$ cat src/rtl/softmc_exec_arbiter_pkg.sv
// Shared constants and types for the SoftMC executor arbiter: widths,
// FSM states and the owner code that steers fetch/instruction traffic.
package softmc_exec_arbiter_pkg;

  localparam logic LOW  = 1'b0;
  localparam logic HIGH = 1'b1;

  localparam int unsigned IMEM_ADDR_WIDTH = 10;
  localparam int unsigned INSTR_WIDTH     = 32;

  typedef enum logic [2:0] {
    S_IDLE,
    S_GRANT_P,
    S_RUN_P,
    S_GRANT_M,
    S_RUN_M,
    S_GAP
  } arb_state_t;

  typedef enum logic [1:0] {
    OWN_NONE  = 2'd0,
    OWN_PROG  = 2'd1,
    OWN_MAINT = 2'd2
  } owner_t;

  function automatic owner_t state_owner(input arb_state_t s);
    case (s)
      S_RUN_P: return OWN_PROG;
      S_RUN_M: return OWN_MAINT;
      default: return OWN_NONE;
    endcase
  endfunction

endpackage

$ cat src/rtl/softmc_exec_arbiter_mux.sv
// Combinational steering of executor fetches to the owning source and of
// that source's returned instructions back to the executor.
module exec_src_mux
  import softmc_exec_arbiter_pkg::*;
(
  input  owner_t                     owner,
  input  logic [IMEM_ADDR_WIDTH-1:0] fetch_addr,
  input  logic                       fetch_valid,
  output logic [IMEM_ADDR_WIDTH-1:0] prog_fetch_addr,
  output logic                       prog_fetch_valid,
  output logic [IMEM_ADDR_WIDTH-1:0] maint_fetch_addr,
  output logic                       maint_fetch_valid,
  input  logic [INSTR_WIDTH-1:0]     prog_instr,
  input  logic                       prog_instr_valid,
  input  logic [INSTR_WIDTH-1:0]     maint_instr,
  input  logic                       maint_instr_valid,
  output logic [INSTR_WIDTH-1:0]     exe_instr,
  output logic                       exe_instr_valid
);

  always_comb begin
    prog_fetch_addr   = fetch_addr;
    maint_fetch_addr  = fetch_addr;
    prog_fetch_valid  = LOW;
    maint_fetch_valid = LOW;
    exe_instr         = '0;
    exe_instr_valid   = LOW;
    case (owner)
      OWN_PROG: begin
        prog_fetch_valid = fetch_valid;
        exe_instr        = prog_instr;
        exe_instr_valid  = prog_instr_valid;
      end
      OWN_MAINT: begin
        maint_fetch_valid = fetch_valid;
        exe_instr         = maint_instr;
        exe_instr_valid   = maint_instr_valid;
      end
      default: ;
    endcase
  end

endmodule

$ cat src/rtl/softmc_exec_arbiter.sv
// Grants the single SoftMC executor to the host program or the maintenance
// controller, enforces a post-sequence gap and flags overdue maintenance.
module softmc_exec_arbiter
  import softmc_exec_arbiter_pkg::*;
#(
  parameter int unsigned GAP_CYCLES     = 2,
  parameter int unsigned MAINT_WAIT_MAX = 2048,
  parameter int unsigned WAIT_W         = 12
) (
  input  logic                       clk,
  input  logic                       rst,
  input  logic                       init_calib_complete,
  input  logic                       prog_req,
  output logic                       prog_ack,
  output logic                       program_process,
  input  logic                       maint_req,
  output logic                       maint_ack,
  output logic                       exe_start,
  input  logic                       exe_fin,
  input  logic [IMEM_ADDR_WIDTH-1:0] fetch_addr,
  input  logic                       fetch_valid,
  output logic [IMEM_ADDR_WIDTH-1:0] prog_fetch_addr,
  output logic                       prog_fetch_valid,
  output logic [IMEM_ADDR_WIDTH-1:0] maint_fetch_addr,
  output logic                       maint_fetch_valid,
  input  logic [INSTR_WIDTH-1:0]     prog_instr,
  input  logic                       prog_instr_valid,
  input  logic [INSTR_WIDTH-1:0]     maint_instr,
  input  logic                       maint_instr_valid,
  output logic [INSTR_WIDTH-1:0]     exe_instr,
  output logic                       exe_instr_valid,
  output logic                       maint_overdue,
  output logic [15:0]                overdue_events
);

  localparam logic [3:0]        GAP_LAST = 4'(GAP_CYCLES - 1);
  localparam logic [WAIT_W-1:0] WAIT_HIT = WAIT_W'(MAINT_WAIT_MAX - 1);

  arb_state_t        state_q, state_d;
  owner_t            last_grant_q, last_grant_d;
  owner_t            owner;
  logic [3:0]        gap_cnt_q, gap_cnt_d;
  logic [WAIT_W-1:0] wait_cnt_q, wait_cnt_d;
  logic [15:0]       overdue_events_q, overdue_events_d;
  logic              prog_ack_q, prog_ack_d;
  logic              maint_ack_q, maint_ack_d;
  logic              exe_start_q, exe_start_d;
  logic              program_process_q, program_process_d;
  logic              maint_overdue_q, maint_overdue_d;
  logic              maint_wins, wait_inc;

  always_comb begin
    state_d           = state_q;
    last_grant_d      = last_grant_q;
    gap_cnt_d         = gap_cnt_q;
    prog_ack_d        = LOW;
    maint_ack_d       = LOW;
    exe_start_d       = LOW;
    program_process_d = program_process_q;
    maint_wins = maint_req && (!prog_req || maint_overdue_q || last_grant_q == OWN_PROG);
    case (state_q)
      S_IDLE: begin
        if (init_calib_complete && (prog_req || maint_req)) begin
          exe_start_d = HIGH;
          if (maint_wins) begin
            state_d      = S_GRANT_M;
            maint_ack_d  = HIGH;
            last_grant_d = OWN_MAINT;
          end else begin
            state_d      = S_GRANT_P;
            prog_ack_d   = HIGH;
            last_grant_d = OWN_PROG;
          end
        end
      end
      S_GRANT_P: begin
        state_d           = S_RUN_P;
        program_process_d = HIGH;
      end
      S_GRANT_M: state_d = S_RUN_M;
      S_RUN_P, S_RUN_M: begin
        if (exe_fin) begin
          state_d           = S_GAP;
          gap_cnt_d         = '0;
          program_process_d = LOW;
        end
      end
      S_GAP: begin
        if (gap_cnt_q == GAP_LAST) state_d = S_IDLE;
        else gap_cnt_d = gap_cnt_q + 4'd1;
      end
      default: state_d = S_IDLE;
    endcase
  end

  // The counter passes WAIT_HIT only once between acks, so the event count
  // advances exactly once per overdue episode.
  always_comb begin
    wait_inc         = maint_req && state_q != S_GRANT_M && state_q != S_RUN_M;
    wait_cnt_d       = wait_cnt_q;
    maint_overdue_d  = maint_overdue_q;
    overdue_events_d = overdue_events_q;
    if (maint_ack_q) begin
      wait_cnt_d      = '0;
      maint_overdue_d = LOW;
    end else if (wait_inc && wait_cnt_q != '1) begin
      wait_cnt_d = wait_cnt_q + WAIT_W'(1);
      if (wait_cnt_q == WAIT_HIT) begin
        maint_overdue_d = HIGH;
        if (overdue_events_q != 16'hFFFF) overdue_events_d = overdue_events_q + 16'd1;
      end
    end
  end

  always_ff @(posedge clk) begin
    if (rst) begin
      state_q           <= S_IDLE;
      last_grant_q      <= OWN_PROG;
      gap_cnt_q         <= '0;
      wait_cnt_q        <= '0;
      overdue_events_q  <= '0;
      prog_ack_q        <= LOW;
      maint_ack_q       <= LOW;
      exe_start_q       <= LOW;
      program_process_q <= LOW;
      maint_overdue_q   <= LOW;
    end else begin
      state_q           <= state_d;
      last_grant_q      <= last_grant_d;
      gap_cnt_q         <= gap_cnt_d;
      wait_cnt_q        <= wait_cnt_d;
      overdue_events_q  <= overdue_events_d;
      prog_ack_q        <= prog_ack_d;
      maint_ack_q       <= maint_ack_d;
      exe_start_q       <= exe_start_d;
      program_process_q <= program_process_d;
      maint_overdue_q   <= maint_overdue_d;
    end
  end

  always_comb owner = state_owner(state_q);

  assign prog_ack        = prog_ack_q;
  assign maint_ack       = maint_ack_q;
  assign exe_start       = exe_start_q;
  assign program_process = program_process_q;
  assign maint_overdue   = maint_overdue_q;
  assign overdue_events  = overdue_events_q;

  exec_src_mux u_mux (
    .owner            (owner),
    .fetch_addr       (fetch_addr),
    .fetch_valid      (fetch_valid),
    .prog_fetch_addr  (prog_fetch_addr),
    .prog_fetch_valid (prog_fetch_valid),
    .maint_fetch_addr (maint_fetch_addr),
    .maint_fetch_valid(maint_fetch_valid),
    .prog_instr       (prog_instr),
    .prog_instr_valid (prog_instr_valid),
    .maint_instr      (maint_instr),
    .maint_instr_valid(maint_instr_valid),
    .exe_instr        (exe_instr),
    .exe_instr_valid  (exe_instr_valid)
  );

endmodule

$ cat config.mk
export PLATFORM = sky130hd
export DESIGN_NAME = softmc_exec_arbiter
export DESIGN_NICKNAME = d
export VERILOG_FILES = /design/src/rtl/softmc_exec_arbiter_pkg.sv /design/src/rtl/softmc_exec_arbiter_mux.sv /design/src/rtl/softmc_exec_arbiter.sv
export SDC_FILE = /design/constraint.sdc
export NUM_CORES = 1
export LEC_CHECK = 0
export BUFFER_PORTS_ARGS = -buffer_cell sky130_fd_sc_hd__buf_2
export CAP_MARGIN = 10
export CORE_AREA = 4 4 83 85
export DETAILED_ROUTE_END_ITERATION = 6
export DIE_AREA = 0 0 87 89
export GPL_ROUTABILITY_DRIVEN = 0
export PLACE_DENSITY = 0.82
export SLEW_MARGIN = 20
export SYNTH_ARGS = -nofsm -noshare
export SYNTH_HDL_FRONTEND = slang
export SYNTH_HIERARCHICAL = 1
export SYNTH_SLANG_ARGS = --single-unit
$ cat constraint.sdc
create_clock -name clk -period 5.95 [get_ports clk]
set_input_delay 0.2975 -clock clk [delete_from_list [all_inputs] [get_ports clk]]
set_output_delay 0.2975 -clock clk [all_outputs]
set_load 0.005 [all_outputs]
==> Word level (Yosys, flattened, before mapping) <==
Index checks and enable logic that the tools add are counted.
W data, S select, Z words.
{ "op_classes": {"add_sub_neg": 3, "n_eq_ne": 18, "muxes": 19, "bitwise": 3, "n_reduce_logical": 22} }
{ "op_table": {"columns": ["cell", "n"], "rows": [
  ["$pmux W32 S2", 1],
  ["$add A16 B1 Y16 const B", 1],
  ["$ne A16 B16 Y1 const B", 1],
  ["$pmux W3 S5", 1],
  ["$add A12 B1 Y12 const B", 1],
  ["$eq A12 B11 Y1 const B", 1],
  ["$ne A12 B12 Y1 const B", 1],
  ["$mux W3", 3],
  ["$mux W4", 2],
  ["$ne A2 B2 Y1 const B", 4],
  ["$pmux W4 S2", 1],
  ["$eq A3 B2 Y1 const B", 2],
  ["$eq A3 B3 Y1 const B", 2],
  ["$mux W1", 6],
  ["$reduce_and A2 Y1", 3],
  ["$reduce_and A3 Y1", 2],
  ["$reduce_or A2 Y1", 3],
  ["$logic_and A1 B1 Y1", 5],
  ["$add A4 B1 Y4 const B", 1],
  ["$eq A2 B1 Y1 const B", 2],
  ["$eq A4 B1 Y1 const B", 1],
  ["$mux W2", 2],
  ["$pmux W1 S2", 2],
  ["$pmux W2 S2", 1],
  ["other kinds (11)", 16]
]} }
{ "word_totals": {"reg_bits": 42, "input_bits": 83, "output_inout_bits": 76, "elab_cells": 75} }

==> Logic depth before layout (Yosys ltp) <==
Gate-level depths: netlist (run 1).
{ "logic_depth": {"depth_word": 7, "ltp_mapped": 9, "mapped_depth_nobuf": 7} }

==> By module <==
Netlist (run 1), hierarchy kept.
{ "modules_own_cells": {"columns": ["mod", "instances", "cells_each", "area_each_um2"], "rows": [
  ["softmc_exec_arbiter", 1, 264, 2182.1],
  ["exec_src_mux", 1, 104, 857.1]
]} }

==> Worst setup path after synthesis (run 1) <==
No wires, ideal clock.
{ "synth_timing": {"path_type": "flip-flop to flip-flop", "startpoint": "register state_q[2]", "endpoint": "register overdue_events_q[2] (netlist: overdue_events[2])", "setup_ns": 0.123, "arrival_time_ns": 1.926, "required_ns": 5.827, "slack_ns": 3.901, "stages_incl_launch_ff": 8, "n_path_buf": 2, "synth_period_minus_slack_ns": 2.049, "path_cell_list": "dfxtp_1 > buf_6 > nand3b_2 > nand3_2 > or4_1 > buf_2 > nor4b_1 > mux2_1"} }
{ "synth_via": {"elab_chain_cells": 5, "elab_cells_between_ends": 6, "cone_classes": "eq/ne (2); reduce/logical (4)"} }
{ "synth_rtl": {"columns": ["item", "line", "rtl"], "rows": [
  ["start: declaration", "softmc_exec_arbiter.sv:39", "arb_state_t state_q, state_d;"],
  ["start signal: assignment", "softmc_exec_arbiter.sv:128", "state_q <= state_d;"],
  ["$ne A3 B2 Y1", "softmc_exec_arbiter.sv:99", "wait_inc = maint_req && state_q != S_GRANT_M && state_q != S_RUN_M;"],
  ["$logic_and A1 B1 Y1", "softmc_exec_arbiter.sv:99", null],
  ["$logic_and A1 B1 Y1 *", "softmc_exec_arbiter.sv:99", null],
  ["$logic_and A1 B1 Y1 *", "softmc_exec_arbiter.sv:106", "end else if (wait_inc && wait_cnt_q != '1) begin"],
  ["$reduce_and A4 Y1 (no line) *", null, null],
  ["end signal: assignment", "softmc_exec_arbiter.sv:132", "overdue_events_q <= overdue_events_d;"],
  ["end: declaration", "softmc_exec_arbiter.sv:44", "logic [15:0] overdue_events_q, overdue_events_d;"]
]} }
Mark *: on every way between the ends. The rest lies on a longest branch, timed or not.
A chain may end at the register's enable or synchronous reset.

==> Worst setup path in the final report (run 1) <==
{ "layout_timing": {"startpoint": "register state_q[2]", "endpoint": "output port exe_instr[31]"} }
{ "layout_via": {"elab_chain_cells": 4, "elab_cells_between_ends": 6, "cone_classes": "eq/ne (4); mux (2)"} }
{ "layout_rtl": {"columns": ["item", "line", "rtl"], "rows": [
  ["$eq A3 B3 Y1 or $eq A3 B2 Y1 (tied branches)", "softmc_exec_arbiter_pkg.sv:27", "case (s)"],
  ["$pmux W2 S2 *", "softmc_exec_arbiter_pkg.sv:27", null],
  ["net owner[1]", "softmc_exec_arbiter.sv:41", "owner_t owner;"],
  ["$eq A2 B2 Y1 or $eq A2 B1 Y1 (tied branches)", "softmc_exec_arbiter_mux.sv:28", "case (owner)"],
  ["$pmux W32 S2 *", "softmc_exec_arbiter_mux.sv:28", null],
  ["end: declaration", "softmc_exec_arbiter.sv:30", "output logic [INSTR_WIDTH-1:0] exe_instr,"]
]} }
Mark *: on every way through the listed nets, which the timed path passes. The rest lies on a longest branch.

==> summary.md, run 1 <==
| Metric | Value |
|---|---|
| Largest family of logic cells by synthesized area | `simple AND/OR/NAND/NOR gates` |
| Drt total wl | `8150 um` |
| FP Rows | `29` |
| Post-synthesis xor/xnor area fraction | `2.59%` |
| Number of routed nets with antenna violations | `0` |
| Clk buf depth | `2` |
| Pwr/cell area | `193 nW/um^2` |
| Diode count | `0` |
| Worst Path Max Fanout | `34` |
| Root buf cell | `clkbuf_8` |
| Final Instance Area | `3520 sq um` |
| Status | `finished, final reports clean` |
| Syn-to-layout area delta | `15.9%` |
| Global-route layer with the greatest usage | `met2` |
| Synth Net Count | `457` |
| Total CTS buffers | `5` |
| Register area | `841 sq um` |
| Placed cell area | `3430 sq um` |
| Worst slack at placement | `3.31 ns` |
| Seq/Total Area, Yosys | `27.7%` |
| Met3 Track Usage GR | `4.61%` |
| Starting Density | `49.0%` |
| Global route overflow | `0` |
| Syn_area_per_cell | `8.26 sq um` |
| Adder-Cell Fraction of Synth Area | `2.47%` |
| Share of cells above drive strength 1 | `39.7%` |
| Initial antenna violation count | `0` |
| Met1 usage in global routing | `24.3%` |
| Via count | `3034` |
| Logic pwr share | `27.3%` |
| Static leakage | `1.44 nW` |
| Post-Syn Instances | `368` |
| Slew @ Worst Pin | `1.07 ns` |
| Vias in the first global route | `2785` |
| Primary FF master, synth | `dfxtp_1` |
| Multi-input gate area | `1820 sq um` |
| Switching part of the total | `32.0%` |
| Per-cell routed wire length | `15.2 um` |
| Kind of critical path | `reg -> out` |
| PnR worst setup slack | `2.98 ns` |
| CP arrival | `2.68 ns` |
| Clock sinks | `42` |
| Async S/R FF share, synth | `0%` |
| Die width | `87 um` |
| Simple-Gate Fraction of Synth Area | `30.4%` |
| Mapped Area | `3040 sq um` |
| Clock Skew | `0.00480 ns` |
| Nets | `549` |
| Critical path startpoint category | `register` |
| Placed cells | `530` |
| First-pass DRT Iterations | `4` |
| CP endpoint kind | `output port` |
| Post-CTS resize count | `0` |
| Port Buffer Count | `128` |
| Total track usage | `20.3%` |
| Most frequent cells in the layout | `buf_2, nor2_1, dfxtp_1` |
| MaxCap Viol Count | `0` |
| YS warnings | `6` |
| Compound-cell area share of the yosys netlist | `22.1%` |
| DR iter-0 viols | `145` |
| Commonest non-fill, non-tap cell in the layout | `buf_2` |
| Post-CTS Setup Bufs | `0` |
| First-pass GRT wire length | `12700 um` |
| Hold Violations, Final | `0` |
| Slowest CP cell | `ha_2` |
| HPWL Detailed | `6360 um` |
| Vias per cell | `5.64` |
| Hold WC Path Type | `in -> reg` |
| Final Max Tran Viols | `0` |
| Count of cell types in the netlist | `58` |
| Max incr delay on CP | `0.79 ns` |
| Largest net degree at the start of global routing | `38` |
| Final setup TNS | `0 ns` |
| Register share of total power | `44.6%` |
| CP Cell Sequence | `or3b_4 > inv_1 > ha_2 > a22oi_1 > nor2_1 > buf_2` |
| Final core occ | `56.8%` |
| Clock share of power | `28.0%` |
| P_int | `463 uW` |
| Met2 Use GR | `35.5%` |
| CTS tree | `built` |
| I/O pin count | `159` |
| NetSw | `218 uW` |
| Tcrit/Tclk final | `50.0%` |
| Die height | `89 um` |
| Final min period | `2.97 ns` |
| Final setup violating endpoints | `0` |
| RSZ-0062 raised after global routing | `false` |
| Flops & latches, synth | `42` |
| H-tree level count | `2` |
| Hold_buf cts | `0` |
| Multiplexer area fraction after synthesis | `2.10%` |
| Relative slew slack | `28.1%` |
| Post-route DRC | `0` |
| Layout Cells excl Fill | `538` |
| Fmax | `336 MHz` |
| Crit path required time | `5.65 ns` |
| Clock transition at the registers of the reported paths | `0.08 ns` |
| Placeable core area | `6200 sq um` |
| Clock Latency Late Sink | `0.29 ns` |
| VDD IR max | `147 uV` |
| Fillers | `558` |
| Die Area | `7740 sq um` |
| Post-synth EDFFs | `0` |
==> routing by layer <==
layer	vias up	share of wire [%]
li1	1498	-
met1	1374	40
met2	146	49
met3	16	9.3
met4	0	2.3
met5	-	0
==> cells by family after synthesis <==
family,count (synthesis)
adder cells (fa/ha/maj),6
AND/OR/NAND/NOR,175
XOR/XNOR,9
AO/OA/AOI/OAI,78
multiplexers,6
buffers and inverters,52
flip-flops,42
==> state kept, by name (all words and copies together), names as in the netlist <==
signal           cells
exe_start            1
gap_cnt_q            4
last_grant_q         2
maint_ack            1
maint_overdue        1
overdue_events      16
prog_ack             1
program_process      1
state_q              3
wait_cnt_q          12
==> area by class of cell <==
type	instances	area share, %
Multi-Input combinational cell	274	51.7
Clock inverter	1	0.142
Inverter	9	0.959
Timing Repair Buffer	128	18.2
Sequential cell	42	23.9
Clock buffer	7	2.45
Tap cell	77	2.74
==> per-stage QoR <==
stage | power, mW | hold WS (ns)
after floorplan | 0.465 | 0.458
after global placement | 0.488 | 0.476
after detailed placement | 0.495 | 0.477
after CTS | 0.682 | 0.377
after global routing | 0.721 | 0.368
final | 0.680 | 0.391
==> path summary, 6_finish.rpt <==
kind / slack, ns / start / cells past startpoint / end
max: 2.98 / state_q[2] / 6 / exe_instr[31]
max reg2reg: 3.49 / overdue_events[0] / 6 / overdue_events[15]
min reg2reg: 0.49 / gap_cnt_q[3] / 2 / gap_cnt_q[3]
min: 0.39 / maint_req / 3 / state_q[1]
==> power groups by stage <==
stage	logic (mW)	clock network [mW]	registers, mW
after detailed placement	0.185	0	0.310
after floorplan	0.163	0	0.302
after CTS	0.186	0.194	0.303
final	0.186	0.191	0.304
after global placement	0.179	0	0.309
after global routing	0.207	0.208	0.306
==> critical path, delay by kind of cell, from the launching register on <==
family | cells | cell delay (ns)
adder cells (fa/ha/maj) | 1 | 0.79
AND/OR/NAND/NOR | 2 | 0.59
buffers and inverters | 2 | 0.25
AO/OA/AOI/OAI | 1 | 0.23
flip-flops | 1 | 0.52
==> synthesized netlist by cell type (4+ instances only) <==
cell type / n / area (sq um)
inv_1: 9 / 33.8
dfxtp_1: 42 / 841
nand2_1: 18 / 67.6
nor2b_1: 8 / 50.1
a21oi_1: 16 / 80.1
nand2b_1: 4 / 25.0
buf_4: 21 / 158
buf_6: 6 / 67.6
nor4_1: 7 / 43.8
nand4_1: 9 / 56.3
or4_1: 7 / 52.6
nor3_1: 11 / 55.1
clkbuf_1: 5 / 18.8
xnor2_1: 7 / 61.3
nor2_1: 65 / 244
o21ai_0: 10 / 50.1
nand3_1: 17 / 85.1
a22oi_2: 30 / 375
ha_1: 6 / 75.1
buf_2: 5 / 25.0
a211oi_1: 4 / 30.0
or3_1: 6 / 37.5
Note: power is estimated with default switching activity, not from simulation.
==> inputs of run 2 (changes only) <==
Settings changed: CORE_AREA 4 4 83 85 to 4 4 91 93, DIE_AREA 0 0 87 89 to 0 0 95 97, PLACE_DENSITY 0.82 to 0.72.
Clock period 5.95 ns to 2.59 ns, I/O delays scaled along.
==> summary.md, run 2 (synthesized netlist as in run 1, its figures left out) <==
| Metric | Value |
|---|---|
| FP Rows | `32 (+10%)` |
| Clock sinks | `42 (unchanged)` |
| Syn-to-layout area delta | `21.4%` |
| First-pass GRT wire length | `13200 um (+3.4%)` |
| Vias per cell | `5.32 (-5.7%)` |
| Commonest non-fill, non-tap cell in the layout | `buf_2` |
| Root buf cell | `clkbuf_8` |
| Largest net degree at the start of global routing | `38 (unchanged)` |
| Static leakage | `1.50 nW (+4.7%)` |
| Nets | `561 (+2.2%)` |
| Port Buffer Count | `128 (unchanged)` |
| Worst Path Max Fanout | `21 (-38%)` |
| Clock Latency Late Sink | `0.30 ns (about the same)` |
| CP arrival | `2.28 ns (-0.40 ns)` |
| Kind of critical path | `reg -> out` |
| Slowest CP cell | `dfxtp_1` |
| Clock Skew | `0.0111 ns (+0.00633 ns)` |
| Starting Density | `40.4% (-8.6 points)` |
| Final setup TNS | `0 ns (unchanged)` |
| Placed cells | `567 (+7.0%)` |
| Final Max Tran Viols | `0 (unchanged)` |
| Worst r2r dst | `overdue_events[9]` |
| Final Instance Area | `3690 sq um (+4.7%)` |
| Layout Cells excl Fill | `578 (+7.4%)` |
| Die Area | `9220 sq um (+19%)` |
| Final setup violating endpoints | `0 (unchanged)` |
| VDD IR max | `233 uV (+58%)` |
| Status | `finished, final reports clean` |
| Drt total wl | `8760 um (+7.5%)` |
| First-pass DRT Iterations | `4 (unchanged)` |
| CP startpoint | `state_q[0]` |
| Total CTS buffers | `5 (unchanged)` |
| Fmax | `415 MHz` |
| Hold_buf cts | `0 (unchanged)` |
| Pwr/cell area | `436 nW/um^2 (+130%)` |
| Die width | `95 um (+9.2%)` |
| Clk buf depth | `2 (unchanged)` |
| Hold WC Path Type | `in -> reg` |
| CTS tree | `built` |
| Per-cell routed wire length | `15.2 um (about the same)` |
| R2R cell count | `5 (-1)` |
| Global route overflow | `0 (unchanged)` |
| Post-CTS Setup Bufs | `0 (unchanged)` |
| DR iter-0 viols | `175 (+21%)` |
| RR Startpoint | `state_q[0]` |
| Max reg flops | `16 (unchanged)` |
| MaxCap Viol Count | `0 (unchanged)` |
| Fillers | `763 (+37%)` |
| Die height | `97 um (+9.0%)` |
| Tcrit/Tclk final | `93.0%` |
| Critical path startpoint category | `register` |
| CP endpoint kind | `output port` |
| Total track usage | `17.6% (-2.7 points)` |
| FF-to-FF setup slack | `0.23 ns (-3.26 ns)` |
| H-tree level count | `2 (unchanged)` |
| Initial antenna violation count | `3 (+3)` |
| Clock transition at the registers of the reported paths | `0.09 ns (about the same)` |
| Slew @ Worst Pin | `0.632 ns (-0.436 ns)` |
| Critical path's most frequent cell | `inv_1` |
| Final min period | `2.41 ns` |
| Crit path required time | `2.46 ns (-3.19 ns)` |
| Most frequent cells in the layout | `buf_2, nor2_1, dfxtp_1` |
| Crit path capture | `exe_instr[22]` |
| Number of routed nets with antenna violations | `0 (unchanged)` |
| Via count | `3074 (+1.3%)` |
| HPWL Detailed | `6910 um (+8.6%)` |
| Relative slew slack | `57.8% (+30 points)` |
| I/O pin count | `159 (unchanged)` |
| Share of cells above drive strength 1 | `41.9% (+2.2 points)` |
| Hold Violations, Final | `0 (unchanged)` |
| Placeable core area | `7530 sq um (+21%)` |
| CP Cell Sequence | `or3b_4 > inv_1 > inv_1 > ha_4 > buf_4 > a22oi_2 > nor2_1 > buf_2` |
| RSZ-0062 raised after global routing | `false` |
| Placed cell area | `3560 sq um (+3.9%)` |
| Max incr delay on CP | `0.43 ns (-0.36 ns)` |
| Vias in the first global route | `2757 (-1.0%)` |
| Post-route DRC | `0 (unchanged)` |
-- run 2: changes by cell type in the layout (fill, tap and decap cells not counted), moves of 2 or more --
cell and delta:
ha_2 -2, diode_2 +3, ha_4 +2, buf_4 +11
-- run 2: report_power, final --
group / leakage [nW] / switching [mW] / internal, mW
Sequential: 0.340 / 0.0303 / 0.668
Combinational: 1.12 / 0.260 / 0.216
Clock: 0.0441 / 0.246 / 0.190
Total: 1.50 / 0.537 / 1.07
-- run 2: what timing repair did --
action,CTS,global route
setup endpoints to repair,3,34
gates resized for setup,0,4
gates cloned,0,0
-- run 2: area by class of cell --
type	instances	area, sq um	area share, %
repair buffers	140	743	20.1
clock inverters	3	21.3	0.577
flip-flops and latches	42	842	22.8
clock buffers	5	68.8	1.87
multi-input cells	274	1840	50.0
diodes	3	7.51	0.204
inverters	9	33.8	0.916
well taps	102	128	3.46
-- run 2: critical path, delay by kind of cell, from the launching register on --
kind | cells | cell delay, ns
buffers and inverters | 4 | 0.61
AND/OR/NAND/NOR | 2 | 0.49
flip-flops | 1 | 0.43
adder cells (fa/ha/maj) | 1 | 0.27
AO/OA/AOI/OAI | 1 | 0.18
-- run 2: worst min path at each step --
stage	slack [ns]	depth (start not counted)	from	end
after global placement	0.26	0	fetch_addr[3]	maint_fetch_addr[3]
after CTS	0.23	3	maint_req	state_q[1]
after global routing	0.22	3	maint_req	state_q[1]
after floorplan	0.31	2	maint_req	state_q[1]
after detailed placement	0.26	0	fetch_addr[3]	maint_fetch_addr[3]
final	0.23	3	maint_req	state_q[1]
-- run 2: metal layers --
layer / up-vias / share of wire [%] / track usage [%]
li1: 1521 / - / -
met1: 1416 / 39 / 19.9
met2: 126 / 51 / 31.9
met3: 11 / 8.0 / 3.65
met4: 0 / 2.0 / 5.99
met5: - / 0 / 0
-- run 2: metrics by stage --
step	setup slack [ns]	hold slack, ns	utilization [%]	total power [mW]
after global placement	0.300	0.259	47.4	1.15
after CTS	-0.0223	0.228	48.6	1.61
after global routing	0.0715	0.223	49.0	1.71
after detailed placement	0.276	0.259	47.4	1.17
after floorplan	0.541	0.313	-	1.07
final	0.182	0.227	49.0	1.61
==> inputs of run 3 (changes only) <==
Settings changed: CORE_AREA 4 4 91 93 to 4 4 87 89, DIE_AREA 0 0 95 97 to 0 0 91 93, PLACE_DENSITY 0.72 to 0.75.
Clock period 2.59 ns to 2.4 ns, I/O delays scaled along.
==> summary.md, run 3 (synthesized netlist as in run 1, its figures left out) <==
| Metric | Value |
|---|---|
| Die height | `93 um (-4.1%)` |
| Post-route DRC | `0 (unchanged)` |
| Relative slew slack | `58.0% (+0.13 points)` |
| Global route overflow | `0 (unchanged)` |
| Hold Violations, Final | `0 (unchanged)` |
| CP endpoint kind | `output port` |
| Final setup TNS | `0 ns (unchanged)` |
| FF-to-FF setup slack | `0.20 ns (-0.03 ns)` |
| Largest net degree at the start of global routing | `38 (unchanged)` |
| I/O pin count | `159 (unchanged)` |
| Worst Path Max Fanout | `18 (-14%)` |
| Worst hold slack | `0.191 ns (-0.0363 ns)` |
| Clock sinks | `42 (unchanged)` |
| Total track usage | `19.5% (+1.9 points)` |
| CP arrival | `2.15 ns (-0.13 ns)` |
| Syn-to-layout area delta | `21.6%` |
| Root buf cell | `clkbuf_8` |
| Clk buf depth | `2 (unchanged)` |
| Hold_buf cts | `0 (unchanged)` |
| Per-cell routed wire length | `14.8 um (-2.6%)` |
| Clock Skew | `0.00783 ns (-0.00330 ns)` |
| MaxCap Viol Count | `0 (unchanged)` |
| Final core occ | `54.7% (+5.7 points)` |
| HPWL Detailed | `6480 um (-6.2%)` |
| Via count | `3021 (-1.7%)` |
| Kind of critical path | `reg -> out` |
| First-pass GRT wire length | `13700 um (+4.1%)` |
| Placeable core area | `6760 sq um (-10%)` |
| Final Max Tran Viols | `0 (unchanged)` |
| Die width | `91 um (-4.2%)` |
| Starting Density | `45.0% (+4.6 points)` |
| H-tree level count | `2 (unchanged)` |
| Vias in the first global route | `2936 (+6.5%)` |
| Post-CTS Setup Bufs | `0 (unchanged)` |
| NetSw | `555 uW (+3.4%)` |
| Number of routed nets with antenna violations | `0 (unchanged)` |
| Crit path required time | `2.28 ns (-0.18 ns)` |
| DR iter-0 viols | `109 (-38%)` |
| Pwr/cell area | `496 nW/um^2 (+14%)` |
| Max reg flops | `16 (unchanged)` |
| Nets | `560 (-0.18%)` |
| Port Buffer Count | `128 (unchanged)` |
| RSZ-0062 raised after global routing | `false` |
| Register share of total power | `40.6% (-2.8 points)` |
| Total power | `1.83 mW (+14%)` |
| Switching part of the total | `30.3% (-3.0 points)` |
| Static leakage | `1.51 nW (+0.65%)` |
| P_int | `1.28 mW (+19%)` |
| CTS tree | `built` |
| VDD IR max | `314 uV (+35%)` |
| Most frequent cells in the layout | `buf_2, nor2_1, dfxtp_1` |
| Vias per cell | `5.46 (+2.7%)` |
| Share of cells above drive strength 1 | `41.5% (-0.34 points)` |
| Status | `finished, final reports clean` |
| Total CTS buffers | `5 (unchanged)` |
| Die Area | `8460 sq um (-8.2%)` |
| Clock Latency Late Sink | `0.29 ns (about the same)` |
| Commonest non-fill, non-tap cell in the layout | `buf_2` |
| Clock share of power | `30.4% (+3.3 points)` |
| First-pass DRT Iterations | `4 (unchanged)` |
| Final setup violating endpoints | `0 (unchanged)` |
| Tcrit/Tclk final | `94.7%` |
| FP Rows | `30 (-6.3%)` |
| Worst hold path depth | `3 (unchanged)` |
| Clock transition at the registers of the reported paths | `0.08 ns (about the same)` |
| Drt total wl | `8160 um (-6.8%)` |
| Fillers | `625 (-18%)` |
| Slew @ Worst Pin | `0.631 ns (-0.00191 ns)` |
| R2R cell count | `7 (+2)` |
| Hold WC Path Type | `in -> reg` |
| Logic pwr share | `29.0% (-0.6 points)` |
| Critical path startpoint category | `register` |
| Initial antenna violation count | `3 (unchanged)` |
| Final min period | `2.27 ns` |
| Fmax | `440 MHz` |
==> run 3: cell count changes in the layout (fill, tap and decap cells not counted), sizes merged <==
cell and delta:
diode -2, bufinv +1, buf -1, clkinv -2
clkbuf +1
==> run 3: final timing paths <==
kind                         from            endpoint
setup / recovery       state_q[1]        exe_instr[3]
hold / removal          maint_req          state_q[1]
setup reg to reg       state_q[1]  overdue_events[13]
hold reg to reg   last_grant_q[1]     last_grant_q[1]
==> run 3: layer usage <==
layer | wire, um | part of all wire, % | GRT usage (%)
met5 | 26 | 0.32 | 0
met4 | 198 | 2.4 | 6.78
met3 | 648 | 7.9 | 5.23
met2 | 3940 | 48 | 34.5
met1 | 3350 | 41 | 22.7
==> run 3: repair_timing <==
| action | in CTS | in global routing |
|---|---|---|
| resized for setup | 1 | 3 |
| cloned | 0 | 0 |
| hold endpoints to repair | 0 | 0 |
| setup endpoints to repair | 16 | 38 |
==> run 3: cell type report <==
| class | instances | area, sq um | area share (%) |
|---|---|---|---|
| Sequential cell | 42 | 841 | 22.8 |
| Antenna cell | 1 | 2.50 | 0.0677 |
| Multi-Input combinational cell | 274 | 1850 | 50.0 |
| Tap cell | 80 | 100 | 2.71 |
| Clock buffer | 6 | 72.6 | 1.96 |
| Clock inverter | 2 | 37.5 | 1.02 |
| Inverter | 9 | 33.8 | 0.914 |
| Timing Repair Buffer | 139 | 761 | 20.6 |
==> run 3: critical path, cell delays in order (launching register included) <==
cell	delay, ns
dfxtp_1	0.39
or3b_4	0.44
inv_1	0.16
ha_4	0.35
buf_4	0.21
a22oi_2	0.08
nor2_1	0.10
buf_2	0.12
==> run 3: power groups by stage <==
stage,clock network (mW),logic (mW),registers [mW]
floorplan,0,0.405,0.748
global placement,0,0.507,0.759
detailed placement,0,0.519,0.760
CTS,0.572,0.530,0.743
global route,0.597,0.585,0.748
finish,0.557,0.531,0.743
==> run 3: per-stage QoR <==
step           std cells  setup slack, ns  cell area (sq um)
6_report             553            0.126               3690
3_5_place_dp         544            0.114               3550
3_3_place_gp         544            0.149               3550
4_1_cts              552           0.0893               3670
2_1_floorplan        368            0.351               3040
5_1_grt              553           0.0121               3690
